--- src/rtl/adder_aligner.sv ---
// Pre-addition exponent alignment: orders two unpacked operands and right-shifts the
// smaller significand by the exponent difference, SHIFT_STEP bits per cycle, with guard/round/sticky.
module adder_aligner #(
    parameter int X          = 32,
    parameter int expo_bits  = 8,
    parameter int SHIFT_STEP = 4
) (
    input  logic                       clk,
    input  logic                       rst,
    input  logic                       in_valid,
    output logic                       in_ready,
    input  logic [expo_bits-1:0]       exp_a,
    input  logic [X-expo_bits-1:0]     mant_a,
    input  logic [expo_bits-1:0]       exp_b,
    input  logic [X-expo_bits-1:0]     mant_b,
    output logic                       out_valid,
    input  logic                       out_ready,
    output logic [expo_bits-1:0]       exp_out,
    output logic [X-expo_bits-1:0]     mant_big,
    output logic [X-expo_bits+2:0]     mant_small,
    output logic                       swapped
);

    localparam int M = X - expo_bits;
    localparam int W = M + 3;
    localparam logic [expo_bits-1:0] STEP_V  = expo_bits'(SHIFT_STEP);
    localparam logic [expo_bits:0]   FAR_LIM = (expo_bits + 1)'(W);

    typedef enum logic [1:0] {
        IDLE  = 2'd0,
        SHIFT = 2'd1,
        DONE  = 2'd2
    } state_t;

    state_t               state_q, state_d;
    logic                 in_ready_q, in_ready_d;
    logic                 out_valid_q, out_valid_d;
    logic [expo_bits-1:0] exp_q, exp_d;
    logic [M-1:0]         big_q, big_d;
    logic [W-1:0]         small_q, small_d;
    logic                 swapped_q, swapped_d;
    logic [expo_bits-1:0] rem_q, rem_d;

    logic                 swap_s;
    logic [expo_bits-1:0] big_exp_s, small_exp_s, diff_s, k_s, rem_next_s;
    logic [M-1:0]         big_mant_s, small_mant_s;
    logic                 far_s;

    // Logical right shift by k; every bit leaving through the LSB is folded into sticky.
    function automatic logic [W-1:0] shr_sticky(input logic [W-1:0] v, input logic [expo_bits-1:0] k);
        logic [W-1:0] r;
        logic         lost;
        lost = 1'b0;
        for (int j = 0; j < W; j++) begin
            if (j < int'(k)) begin
                lost = lost | v[j];
            end else begin
                lost = lost;
            end
        end
        r    = v >> k;
        r[0] = r[0] | lost;
        return r;
    endfunction

    // Operand ordering and exponent difference for the capture cycle.
    always_comb begin
        swap_s = (exp_b > exp_a) || ((exp_b == exp_a) && (mant_b > mant_a));
        if (swap_s) begin
            big_exp_s    = exp_b;
            small_exp_s  = exp_a;
            big_mant_s   = mant_b;
            small_mant_s = mant_a;
        end else begin
            big_exp_s    = exp_a;
            small_exp_s  = exp_b;
            big_mant_s   = mant_a;
            small_mant_s = mant_b;
        end
        diff_s = big_exp_s - small_exp_s;
        far_s  = ({1'b0, diff_s} >= FAR_LIM);
        if (rem_q > STEP_V) begin
            k_s = STEP_V;
        end else begin
            k_s = rem_q;
        end
        rem_next_s = rem_q - k_s;
    end

    // Next-state and next-output computation for the IDLE/SHIFT/DONE sequencer.
    always_comb begin
        state_d     = state_q;
        in_ready_d  = in_ready_q;
        out_valid_d = out_valid_q;
        exp_d       = exp_q;
        big_d       = big_q;
        small_d     = small_q;
        swapped_d   = swapped_q;
        rem_d       = rem_q;
        case (state_q)
            IDLE: begin
                if (in_valid) begin
                    exp_d      = big_exp_s;
                    big_d      = big_mant_s;
                    swapped_d  = swap_s;
                    in_ready_d = 1'b0;
                    if (diff_s == {expo_bits{1'b0}}) begin
                        small_d     = {small_mant_s, 3'b000};
                        rem_d       = {expo_bits{1'b0}};
                        state_d     = DONE;
                        out_valid_d = 1'b1;
                    end else if (far_s) begin
                        // Everything lands beyond the sticky position: only its OR survives.
                        small_d     = {{(W-1){1'b0}}, |small_mant_s};
                        rem_d       = {expo_bits{1'b0}};
                        state_d     = DONE;
                        out_valid_d = 1'b1;
                    end else begin
                        small_d     = {small_mant_s, 3'b000};
                        rem_d       = diff_s;
                        state_d     = SHIFT;
                        out_valid_d = 1'b0;
                    end
                end else begin
                    state_d = IDLE;
                end
            end
            SHIFT: begin
                small_d = shr_sticky(small_q, k_s);
                rem_d   = rem_next_s;
                if (rem_next_s == {expo_bits{1'b0}}) begin
                    state_d     = DONE;
                    out_valid_d = 1'b1;
                end else begin
                    state_d     = SHIFT;
                    out_valid_d = 1'b0;
                end
            end
            DONE: begin
                if (out_ready) begin
                    state_d     = IDLE;
                    out_valid_d = 1'b0;
                    in_ready_d  = 1'b1;
                end else begin
                    state_d = DONE;
                end
            end
            default: begin
                state_d     = IDLE;
                in_ready_d  = 1'b1;
                out_valid_d = 1'b0;
                rem_d       = {expo_bits{1'b0}};
            end
        endcase
    end

    // State and registered outputs.
    always_ff @(posedge clk or posedge rst) begin
        if (rst) begin
            state_q     <= IDLE;
            in_ready_q  <= 1'b1;
            out_valid_q <= 1'b0;
            exp_q       <= {expo_bits{1'b0}};
            big_q       <= {M{1'b0}};
            small_q     <= {W{1'b0}};
            swapped_q   <= 1'b0;
            rem_q       <= {expo_bits{1'b0}};
        end else begin
            state_q     <= state_d;
            in_ready_q  <= in_ready_d;
            out_valid_q <= out_valid_d;
            exp_q       <= exp_d;
            big_q       <= big_d;
            small_q     <= small_d;
            swapped_q   <= swapped_d;
            rem_q       <= rem_d;
        end
    end

    assign in_ready   = in_ready_q;
    assign out_valid  = out_valid_q;
    assign exp_out    = exp_q;
    assign mant_big   = big_q;
    assign mant_small = small_q;
    assign swapped    = swapped_q;

endmodule

--- config.mk ---
export PLATFORM = sky130hd
export DESIGN_NAME = adder_aligner
export DESIGN_NICKNAME = d
export VERILOG_FILES = /design/src/rtl/adder_aligner.sv
export SDC_FILE = /design/constraint.sdc
export NUM_CORES = 1
export LEC_CHECK = 0
export ABC_AREA = 1
export CAP_MARGIN = 10
export CORE_ASPECT_RATIO = 0.9
export CORE_UTILIZATION = 56
export DETAILED_ROUTE_END_ITERATION = 8
export GPL_TIMING_DRIVEN = 1
export HOLD_SLACK_MARGIN = 0.08
export PLACE_DENSITY = 0.87
export SLEW_MARGIN = 25
export SYNTH_ARGS = -nofsm -noshare
export SYNTH_HDL_FRONTEND = slang
export SYNTH_SLANG_ARGS = --single-unit
--- constraint.sdc ---
create_clock -name clk -period 6.55 [get_ports clk]
set_input_delay 0.9825 -clock clk [delete_from_list [all_inputs] [get_ports clk]]
set_output_delay 0.9825 -clock clk [all_outputs]
set_load 0.05 [all_outputs]
# After elaboration in Yosys (flattened, before gate mapping)
# Cells that the tools add are included.
dict set report totals {
  ff_bits 72
  input_bits 68
  out_inout_bits 62
  wordCells 170
}
dict set report classes {
  n_addsub 2
  magnitude_cmp 31
  eq_ne 5
  shift 1
  n_mux 82
  n_bitwise 29
  reduce_logical 12
}
# operator n
set ops {}
lappend ops {{$lt A5 B8 Y1 const A} 11}
lappend ops {{$mux W27} 3}
lappend ops {{$lt A4 B8 Y1 const A} 8}
lappend ops {{$mux W1} 61}
lappend ops {{$pmux W27 S2} 1}
lappend ops {{$mux W24} 2}
lappend ops {{$mux W8} 6}
lappend ops {{$lt A3 B8 Y1 const A} 4}
lappend ops {{$or A1 B1 Y1} 27}
lappend ops {{$shr A27 B8 Y27} 1}
lappend ops {{$gt A24 B24 Y1} 1}
lappend ops {{$pmux W8 S3} 1}
lappend ops {{$reduce_or A24 Y1} 1}
lappend ops {{$logic_not A8 Y1} 2}
lappend ops {{$lt A1 B8 Y1 const A} 2}
lappend ops {{$lt A2 B8 Y1 const A} 2}
lappend ops {{$sub A8 B8 Y8} 2}
lappend ops {{$mux W2} 5}
lappend ops {{$eq A8 B8 Y1} 1}
lappend ops {{$ge A8 B5 Y1 const B} 1}
lappend ops {{$gt A8 B3 Y1 const B} 1}
lappend ops {{$gt A8 B8 Y1} 1}
lappend ops {{$reduce_and A2 Y1} 4}
lappend ops {{$pmux W1 S3} 2}
lappend ops {{other kinds (10)} 12}

# Longest topological paths before layout
dict set report depth {
  word_depth 85
  ltp_mapped 30
  ltp_nobuf 29
}

# Worst setup path after synthesis
# No wires, ideal clock.
dict set report synth_timing {
  path_type {input to register}
  startpoint {input exp_a[5]}
  endpoint {register state_q[1]}
  setup_time_ns 0.126
  arrival_ns 3.392
  t_required_ns 6.424
  slack_ns 3.032
  stages 23
  n_path_buf 1
  cell_sequence {inv_1 -> ha_1 -> nand2_1 -> nor2_1 -> a21boi_1 -> o21ai_2 -> nand2_4 -> nand2_1 -> nand3_2 -> ha_1 -> inv_1 -> nand2_2 -> nand2_1 -> nand2_1 -> nand2_1 -> nand2_1 -> nand3_1 -> nand3_1 -> nor2_4 -> buf_6 -> nand2_1 -> nand2_1 -> nand3_1}
}
dict set report synth_between {
  elab_chain_cells 10
  elab_cells_between_ends 13
  cone_classes {1 x add/sub; 2 x order compare; 1 x eq/ne; 6 x mux; 3 x reduce/logical}
}
# element line
set synth_rtl {}
lappend synth_rtl {{start, declared} 12} ;# input logic [expo_bits-1:0] exp_a,
lappend synth_rtl {{parallel branches: the longest is 4 deep, another holds $gt A8 B8 Y1} -}
lappend synth_rtl {{$sub A8 B8 Y8 (*)} 80} ;# diff_s = big_exp_s - small_exp_s;
lappend synth_rtl {{$ge A8 B5 Y1} 81} ;# far_s = ({1'b0, diff_s} >= FAR_LIM);
lappend synth_rtl {{$mux W2} 112} ;# end else if (far_s) begin
lappend synth_rtl {{$mux W2 (*)} 107} ;# if (diff_s == {expo_bits{1'b0}}) begin
lappend synth_rtl {{$mux W2 (*)} 102} ;# if (in_valid) begin
lappend synth_rtl {{$pmux W2 S3 (*)} 100} ;# case (state_q)
lappend synth_rtl {{via state_d[1]} 35} ;# state_t state_q, state_d;
lappend synth_rtl {{end signal, assigned} 169} ;# state_q <= state_d;
lappend synth_rtl {{end, declared} 35}
# Mark *: on every way through the listed nets, which the timed path passes.
# A chain may end at the register's enable or synchronous reset.

# Worst setup path in the final report
dict set report layout_timing {
  startpoint {input mant_a[22]}
  endpoint {register state_q[1]}
}
dict set report layout_between {
  elab_chain_cells 10
  elab_cells_between_ends 12
  cone_classes {1 x add/sub; 2 x order compare; 6 x mux; 3 x reduce/logical}
}
# element line
set layout_rtl {}
lappend layout_rtl {{start, declared} 13} ;# input logic [X-expo_bits-1:0] mant_a,
lappend layout_rtl {{$gt A24 B24 Y1 (*)} 68} ;# swap_s = (exp_b > exp_a) || ((exp_b == exp_a) && (mant_b > mant_a));
lappend layout_rtl {{$logic_and A1 B1 Y1 (*)} 68}
lappend layout_rtl {{$logic_or A1 B1 Y1 (*)} 68}
lappend layout_rtl {{$mux W8} 69} ;# if (swap_s) begin
lappend layout_rtl {{$sub A8 B8 Y8 (*)} 80}
lappend layout_rtl {{$ge A8 B5 Y1} 81}
lappend layout_rtl {{$mux W2} 112}
lappend layout_rtl {{$mux W2 (*)} 107}
lappend layout_rtl {{$mux W2 (*)} 102}
lappend layout_rtl {{$pmux W2 S3 (*)} 100}
lappend layout_rtl {{via state_d[1]} 35}
# The timed path passes the listed nets; every way through them passes the cells marked *.

==> results.yml <==
place:
  io_buffer_count: 129
  hpwlAfterDp_um: 12500
  placed_area_um2: 7300
  pre_cts_ws_ps: 1210
  place_inst: 1113
  gp_congestion: 1.00
detailed_routing:
  vias: 6473
  vias_per_cell: 5.73
  antenna_left: 0
  wl_per_cell_um: 15.5
  drtIter0Drc: 650
  drc: 0
  firstDrtPassIters: 8
  drt_wl_total_um: 17400
layout:
  n_antenna_cell: 0
  fin_cells: 1129
  area_delta_synth_final_pct: 27.0
  final_area_um2: 7570
  drive_above_1_share_pct: 5.90
  fin_nets: 1097
  fin_util_pct: 73.6
power:
  clock_power_share_pct: 12.6
  total_power_mw: 3.60
  swShare_pct: 53.3
  p_comb_share_pct: 64.5
  p_switching_mw: 1.92
  power.internal_mw: 1.68
  p_seq_share_pct: 22.9
  p_leak_nw: 3.76
  power_density_nw_per_um2: 476
  vdd_drop_max_mv: 0.427
clock_tree:
  clock_latency_ps: 340
  post-cts-setup-buffers: 0
  clkTransAtPathRegs_ps: 60
  cts_hold_buf: 0
  cts_root_buffer: "clkbuf_16"
  cts_tree: "yes"
  cts_inserted_buffers: 9
  numClockSinks: 72
  max-clock-path-buffers: 2
  ctsHtreeMaxLevel: 3
  cts_resized: 0
synthesis:
  synth-main-ff-cell: "dfrtp_1"
  synth_edf_count: 0
  synth_warnings: 0
  syn_avg_cell_area_um2: 6.71
  synth_simple_gate_area_share_pct: 27.1
  synth-xor-area-share_pct: 0.440
  synth-adder-area-share_pct: 7.13
  yosys.cell_types.count: 49
  syn_inst: 889
  synth_compound_area_share_pct: 21.6
  synthMuxAreaShare_pct: 2.52
  async_reset_ff_share_pct: 100
  ys_seq_area_share_pct: 30.2
  synth-seq-cells: 72
  syn_nets: 991
  synth_area_um2: 5970
  synth_top_family_by_area: "simple AND/OR/NAND/NOR gates"
floorplan:
  io_pins: 130
  rows: 35
  die_height_um: 99.9
  die_w_um: 111
  die-area_um2: 11100
  start_util_pct: 58.0
  core-area_um2: 10300
critical_path:
  path_delay_family: "simple AND/OR/NAND/NOR gates"
  cp.required_ps: 6770
  critPathSlowestCell: "nor2_4"
  criticalPathCategory: "in -> reg"
  cp-start-kind: "input port"
  crit_buf_inv: 3
  worstSetupEndpointType: "flop"
  max_stage_delay_ps: 570
  critPathArrivalTime_ps: 5230
  crit_fanout: 41
  cpMostUsedCell: "nand2_1"
status:
  status: "completed"
timing:
  fin_crit_sh_pct: 76.6
  hold_viol: 0
  final.setup.tns_ps: 0
  fin_skew_ps: 4.31
  final-setup-viol-count: 0
  fin_ws_ps: 1530
  timing.fmax_ghz: 0.199
  relSlewSlack_pct: 52.6
  hold_slack_ps: 485
  fin_crit_ps: 5020
  slew_viol_final: 0
  tightestPinTransition_ps: 709
  rsz0062_at_grt: "false"
global_routing:
  grt_max_degree: 73
  grt_pass1_vias: 5954
  gr-total-overflow: 0
  grt_util_all_layers_pct: 32.1
  grt_pass1_wl_um: 28900
  antenna_found_initial: 0
run:
  drv_cap: 0
hold_path:
  hold_path.class: "reg -> reg"
worst reg2reg max path, cell delays in order, from the launching register on:
cell and delay, ps:
dfrtp_1 430, nor2_1 120, buf_4 290, inv_1 290, nor2_1 510, clkinv_1 580
o221a_2 430, a22oi_1 180
power groups by stage:
stage / registers (mW) / clock network (mW) / logic [mW]
finish: 0.824 / 0.456 / 2.32
global placement: 0.821 / 0 / 2.26
floorplan: 1.46 / 0 / 0.945
detailed placement: 0.818 / 0 / 2.29
global route: 0.852 / 0.479 / 2.49
CTS: 0.818 / 0.457 / 2.30
cells in the mapped netlist (3+ instances only):
master,number,area (µm²)
nand3_2,3,30.0
mux2i_1,15,150
a21oi_1,38,190
nand4_1,17,106
nand2_2,3,18.8
nor4_1,4,25.0
o211ai_1,7,52.6
o221a_2,15,169
nand3_1,44,220
a22oi_1,16,120
nor3_1,3,15.0
clkinv_1,4,15.0
a21boi_1,8,60.1
o21ai_1,3,15.0
o21ai_0,109,546
clkbuf_1,34,128
ha_1,34,425
dfrtp_1,71,1780
inv_1,120,450
nor2_1,49,184
nand2_1,253,950
final timing paths:
kind / start / endpoint / slack, ps / depth (start not counted)
worst max register to register: state_q[1] / mant_small[7] / 3620 / 7
worst max-delay path: mant_a[22] / state_q[1] / 1530 / 25
min in group asynchronous: rst / mant_big[22] / 1130 / 3
worst min register to register: mant_big[2] / mant_big[2] / 480 / 2
max in group asynchronous: rst / exp_out[3] / 4940 / 3
worst min-delay path: mant_big[2] / mant_big[2] / 480 / 2
placed cells by master, fill, tap and decap left out, drive strengths merged, types with 9 or more instances in the layout:
cell           instances
o221a                 15
clkdlybuf4s50        129
clkbuf                11
a22oi                 16
nand2                258
mux2i                 15
a21boi                 9
a21oi                 39
o21ai                113
nand3                 47
nor2                  51
nand4                 17
ha                    34
inv                  122
dfrtp                 71
sequential cells by signal, summed over array words and instances, names as in the netlist:
name	count
state_q	2
exp_out	8
mant_big	24
swapped	1
mant_small	27
out_valid	1
in_ready	1
rem_q	8
layout make-up:
class / instances / area (µm²)
Fill cell: 829 / 2720
Multi-Input combinational cell: 650 / 3520
Clock buffer: 11 / 233
Clock inverter: 5 / 33.8
Timing Repair Buffer: 137 / 1360
Inverter: 125 / 469
Sequential cell: 72 / 1800
Tap cell: 129 / 161
logic make-up (layout without fill, tap and decap cells):
logic type	count (synthesis)	count (layout)
buffers and inverters	167	278
adders and majority gates	34	34
and+or+nand+nor	384	384
xor gates and xnor gates	3	3
other	1	1
DFF	72	72
AOI/OAI and AO/OA	213	213
muxes	15	15
metal layers:
metal  up-vias  wire (µm)  global-route usage, %
met3        30       1570                   7.73
li1       3162          -                      -
met2       319       7990                   51.4
met4         0        284                   8.21
met1      2962       7600                   44.0
met5         -          0                      0
Power figures use the tool's default switching activity.
